`config.mk`:
```
export PLATFORM = sky130hd
export DESIGN_NAME = multi_clk_divider
export DESIGN_NICKNAME = d
export VERILOG_FILES = /design/src/rtl/div_pkg.sv /design/src/rtl/div_channel.sv /design/src/rtl/multi_clk_divider.sv
export SDC_FILE = /design/constraint.sdc
export NUM_CORES = 1
export LEC_CHECK = 0
export ABC_AREA = 1
export BUFFER_PORTS_ARGS = -buffer_cell sky130_fd_sc_hd__buf_2
export CAP_MARGIN = 20
export CORE_MARGIN = 2
export CORE_UTILIZATION = 45
export DETAILED_ROUTE_END_ITERATION = 16
export PLACE_DENSITY = 0.62
export SLEW_MARGIN = 10
export SYNTH_ARGS = -nofsm -noshare
export SYNTH_HDL_FRONTEND = slang
export SYNTH_SLANG_ARGS = --single-unit
```
`constraint.sdc`:
```
create_clock -name clk -period 3.8 [get_ports clk]
set_clock_uncertainty 0.15 [all_clocks]
set_input_delay 0.19 -clock clk [delete_from_list [all_inputs] [get_ports clk]]
set_output_delay 0.19 -clock clk [all_outputs]
set_load 0.05 [all_outputs]
```
`src/rtl/div_pkg.sv`:
```
// div_pkg: shared constants and types for multi_clk_divider.
package div_pkg;
    localparam int CNT_W_DEF = 16;
    localparam int DIV_MIN   = 2;
    typedef logic [CNT_W_DEF-1:0] div_t;
endpackage

```
`src/rtl/div_channel.sv`:
```
// div_channel: one divider channel (counter, shadowed divisor, tick, square wave).
// Defining DIV_ALIGN_EN adds the align input that restarts the channel at count 0.
module div_channel
    import div_pkg::*;
#(
    parameter int CNT_W   = CNT_W_DEF,
    parameter int DEF_DIV = DIV_MIN
) (
    input  logic             clk,
    input  logic             rst_n,
    input  logic             en,
`ifdef DIV_ALIGN_EN
    input  logic             align,
`endif
    input  logic             wr,
    input  logic [CNT_W-1:0] wr_div,
    output logic             pending,
    output logic             tick,
    output logic             clk_out
);
    logic [CNT_W-1:0] cnt_q, cnt_d, div_q, div_d, shadow_q, shadow_d;
    logic             pend_q, pend_d, tick_q, tick_d, clk_q, clk_d, last, algn;
    logic [CNT_W:0]   half;

    always_comb begin
`ifdef DIV_ALIGN_EN
        algn = align;
`else
        algn = 1'b0;
`endif
        last     = cnt_q == div_q - 1'b1;
        cnt_d    = cnt_q;
        div_d    = div_q;
        shadow_d = shadow_q;
        pend_d   = pend_q;
        tick_d   = 1'b0;
        clk_d    = clk_q;
        // a period boundary is the only point where a new divisor may take over
        if (algn || (en && last)) begin
            cnt_d  = '0;
            tick_d = !algn;
            div_d  = pend_q ? shadow_q : div_q;
            pend_d = 1'b0;
        end else if (en) begin
            cnt_d = cnt_q + 1'b1;
        end
        if (wr) begin
            shadow_d = wr_div;
            pend_d   = 1'b1;
        end
        half = ({1'b0, div_d} + 1'b1) >> 1;
        if (algn || en) clk_d = {1'b0, cnt_d} < half;
    end

    always_ff @(posedge clk) begin
        if (!rst_n) begin
            cnt_q    <= '0;
            div_q    <= CNT_W'(DEF_DIV);
            shadow_q <= CNT_W'(DEF_DIV);
            pend_q   <= 1'b0;
            tick_q   <= 1'b0;
            clk_q    <= 1'b0;
        end else begin
            cnt_q    <= cnt_d;
            div_q    <= div_d;
            shadow_q <= shadow_d;
            pend_q   <= pend_d;
            tick_q   <= tick_d;
            clk_q    <= clk_d;
        end
    end

    assign pending = pend_q;
    assign tick    = tick_q;
    assign clk_out = clk_q;
endmodule

```
`src/rtl/multi_clk_divider.sv`:
```
// multi_clk_divider: NUM_CH independent clock dividers with a shared divisor write port.
// Defining DIV_ALIGN_EN adds the align input that restarts all channels together.
module multi_clk_divider
    import div_pkg::*;
#(
    parameter int  NUM_CH  = 4,
    parameter int  CNT_W   = CNT_W_DEF,
    parameter int  DEF_DIV = DIV_MIN,
    localparam int CH_W    = NUM_CH > 1 ? $clog2(NUM_CH) : 1
) (
    input  logic              clk,
    input  logic              rst_n,
    input  logic              en,
`ifdef DIV_ALIGN_EN
    input  logic              align,
`endif
    input  logic              cfg_valid,
    output logic              cfg_ready,
    input  logic [CH_W-1:0]   cfg_ch,
    input  logic [CNT_W-1:0]  cfg_div,
    output logic              cfg_err,
    output logic [NUM_CH-1:0] tick,
    output logic [NUM_CH-1:0] clk_out
);
    logic [NUM_CH-1:0]    pend;
    logic [2**CH_W-1:0]   busy;
    logic                 accept, div_ok, cfg_err_q, cfg_err_d;

    // channel indices past NUM_CH read as permanently busy, so they are never accepted
    always_comb begin
        busy               = '1;
        busy[NUM_CH-1:0]   = pend;
        cfg_ready          = !busy[cfg_ch];
        accept             = cfg_valid && cfg_ready;
        div_ok             = cfg_div >= CNT_W'(DIV_MIN);
        cfg_err_d          = accept && !div_ok;
    end

    always_ff @(posedge clk) begin
        if (!rst_n) cfg_err_q <= 1'b0;
        else        cfg_err_q <= cfg_err_d;
    end

    assign cfg_err = cfg_err_q;

    for (genvar i = 0; i < NUM_CH; i++) begin : g_ch
        div_channel #(
            .CNT_W   (CNT_W),
            .DEF_DIV (DEF_DIV)
        ) u_ch (
            .clk     (clk),
            .rst_n   (rst_n),
            .en      (en),
`ifdef DIV_ALIGN_EN
            .align   (align),
`endif
            .wr      (accept && div_ok && cfg_ch == CH_W'(i)),
            .wr_div  (cfg_div),
            .pending (pend[i]),
            .tick    (tick[i]),
            .clk_out (clk_out[i])
        );
    end
endmodule
```
==> out/metrics.csv <==
metric,value,unit
clock.fmax,252.6,MHz
grt_max_degree,76,
synth_nets,2336,
worstSetupEndpointType,flop,
pwr-share-comb,0.212,
fillers,3027,
regArea,4125,um2
rows,65,
cts.sinks,205,
ir_worst_vdd,0.3457,mV
worstSkewPairLatency,0.54,ns
final_cell_count_no_fill,2958,
worstHoldStart,cfg_ch[1],
dr.pass1.iters,5,
p_total,0.006070,W
top_layer_used,met5,
synthesis.area,14580,um2
drt_iter0_drc,945,
synth_commonest_cells,"nand2_1 (528), nor2_1 (352), inv_1 (263), dfxtp_1 (205), nand3_1 (122)",
dp_cells,2850,
final_area,18870,um2
ys_warn_count,0,
placed_area,16780,um2
fin_crit,3.959,ns
seq_area_frac_synth,0.2815,
cts_buffers,26,
routed_via_density,5.125,
wirelength,43950,um
leakage,9.077,nW
gr-total-overflow,0,
cts-root-buf,clkbuf_16,
start_kind,flop,
whs_path_depth,5,
wl_met2,20660,um
multi_input_area,9789,um2
synth-seq-cells,205,
synth_area_leaders,"dfxtp_1 (28%), nand2_1 (14%), nor2_1 (9.1%), inv_1 (6.8%), ha_1 (6.2%)",
met3WireLength,2367,um
p_switching,0.001851,W
cts_tree,yes,
clkPwrFrac,0.409,
yosysMostFrequentCell,nand2_1,
violations,negative setup slack,
cp_max_fo,4,
tightestPinTransition,0.8499,ns
vias,15160,
ios,32,
rsz0062_at_grt,true,
antenna_found_initial,2,
layout_worst_path_cycle_share,1.042,
grt_pass1_wl,70650,um
synth_cell_types,52,
syn_avg_cell_area,6.502,um2
p_seq_frac,0.379,
synth_edf_count,0,
holdPathEnd,g_ch[0].u_ch.shadow_q[1],
arrival,4.28,ns
swShare,0.3050,
rr_endpoint,g_ch[0].u_ch.clk_out,
drc,0,
clk_pin_slew,0.06,ns
status,"complete, but fails checks",
track_usage,0.2563,
synth-main-ff-cell,dfxtp_1,
p_int,0.004219,W
yosys.area.top_type,dfxtp_1,
nNetsFinal,2634,
die_h,184.0,um
synthArstFlopShare,0,
syn_inst,2242,
r2r_cells,25,
drive_gt1_frac,0.2517,
pwr_density_cell,321.6,nW/um2
initial_utilization,0.4596,
dp.final_hpwl,32980,um
wl_per_cell,14.86,um
ant_nets,0,
drv_cap,0,
r2r_start,g_ch[0].u_ch.div_q[1],
dieArea,33850,um2
required,4.12,ns
fp.dieW,184.0,um
worstSetupPathType,flop to flop,
hold_path.class,input pin to flop,
slew_headroom,0.4334,
startpoint,g_ch[0].u_ch.div_q[1],
finalWorstSetupSlack,-0.1592,ns
grt_pass1_vias,14520,
core_area,31720,um2
tns,-0.3915,ns
area_growth,29.47,%
netlist.area_leader.share,0.2815,
htree_levels,1,
wl_met1,19990,um
port_buffers,31,
hold_violations,0,
clock_path_buffers,3,
finalSetupViolations,4,
rrSetupSlack,-0.16,ns
slew_viol_final,0,
gp_congestion,0.9297,
[metrics by stage]
stage	setup slack (ns)	utilization	hold WS, ns
final	-0.1592	0.5950	0.03970
after global routing	-0.4135	0.5950	0.05996
after CTS	-0.1625	0.5801	0.01355
after detailed placement	-0.2920	0.5291	0.3016
after global placement	-0.2014	0.5291	0.2965
after floorplan	0.01858	-	0.1663
[area by class of cell]
| class | instances | area share |
|---|---|---|
| Timing Repair Buffer | 330 | 0.1335 |
| Tap cell | 402 | 0.02665 |
| Inverter | 288 | 0.05761 |
| Clock buffer | 35 | 0.03951 |
| Sequential cell | 205 | 0.2186 |
| Antenna cell | 1 | 0.0001326 |
| Clock inverter | 8 | 0.005370 |
| Multi-Input combinational cell | 1689 | 0.5187 |
[registers in the layout (all words and copies together) (netlist names)]
name                cells
g_ch.u_ch.tick          4
g_ch.u_ch.cnt_q        64
g_ch.u_ch.shadow_q     64
g_ch.u_ch.div_q        64
g_ch.u_ch.clk_out       4
g_ch.u_ch.pending       4
cfg_err                 1
[layer usage]
layer  up-vias  track usage
met5         -            0
met2       344       0.4417
li1       7701            -
met1      7043       0.3368
met4         2      0.06272
met3        71      0.03645
[power by group through the flow]
stage	clock (W)	sequential (W)	combinational (W)
2_1_floorplan	0	0.00233	0.000746
3_3_place_gp	0	0.00234	0.00114
3_5_place_dp	0	0.00234	0.00115
4_1_cts	0.00253	0.00230	0.00123
5_1_grt	0.00261	0.00231	0.00142
6_report	0.00248	0.00230	0.00128
[worst max-delay path, cell delays in order (launching register included)]
cell      delay (ns)
dfxtp_2         0.35
inv_2           0.06
ha_4            0.27
or2_4           0.11
nand4_1         0.08
nand3b_1        0.17
nor2_1          0.14
nand2_1         0.11
nor2_4          0.12
nand3_4         0.10
buf_6           0.15
o21ai_4         0.14
ha_4            0.16
nand3_4         0.09
nor2_4          0.16
buf_6           0.11
nand4_1         0.11
xor2_1          0.20
ha_1            0.32
nand2_1         0.10
nor2_1          0.07
a211oi_2        0.23
o211ai_1        0.11
nor2_1          0.11
nand2_1         0.06
a21oi_1         0.10
[kinds of logic after synthesis]
kind of cell | Yosys count | share of synthesized area
AO/OA/AOI/OAI | 232 | 0.08952
multiplexers | 2 | 0.001373
AND/OR/NAND/NOR | 1230 | 0.3792
buffers and inverters | 349 | 0.09475
adder cells (fa/ha/maj) | 72 | 0.06180
XOR/XNOR | 152 | 0.09184
flip-flops | 205 | 0.2815
[cell usage in the layout (no fill, tap or decap), types with 17 or more instances in the layout]
cell type / n
ha_1: 65
o21ai_0: 88
nand3_1: 108
xor2_1: 93
inv_1: 249
dlygate4sd3_1: 17
nor2_2: 42
o21ai_2: 20
nand2_2: 48
a21oi_1: 70
nor2_1: 323
nand2_1: 491
or2_2: 18
dfxtp_1: 192
nand4_1: 44
buf_4: 271
clkbuf_16: 27
o21ai_1: 19
xnor2_1: 51
buf_2: 31
nor2_4: 32
inv_2: 33
nor3_1: 46
[worst max path at each step]
stage	slack, ns	end
finish	-0.16	g_ch[0].u_ch.clk_out
global placement	-0.20	g_ch[3].u_ch.clk_out
global route	-0.41	g_ch[3].u_ch.clk_out
floorplan	0.02	g_ch[0].u_ch.clk_out
detailed placement	-0.29	g_ch[3].u_ch.clk_out
CTS	-0.16	g_ch[3].u_ch.clk_out
[timing repair]
action | in CTS | in global routing
resized for setup | 100 | 99
pin swaps | 80 | 83
setup buffers | 28 | 18
cloned | 1 | 0
hold endpoints to repair | 64 | 0
endpoints found under the setup margin | 4 | 4
hold buffers | 17 | 0
Power figures use the tool's default switching activity.
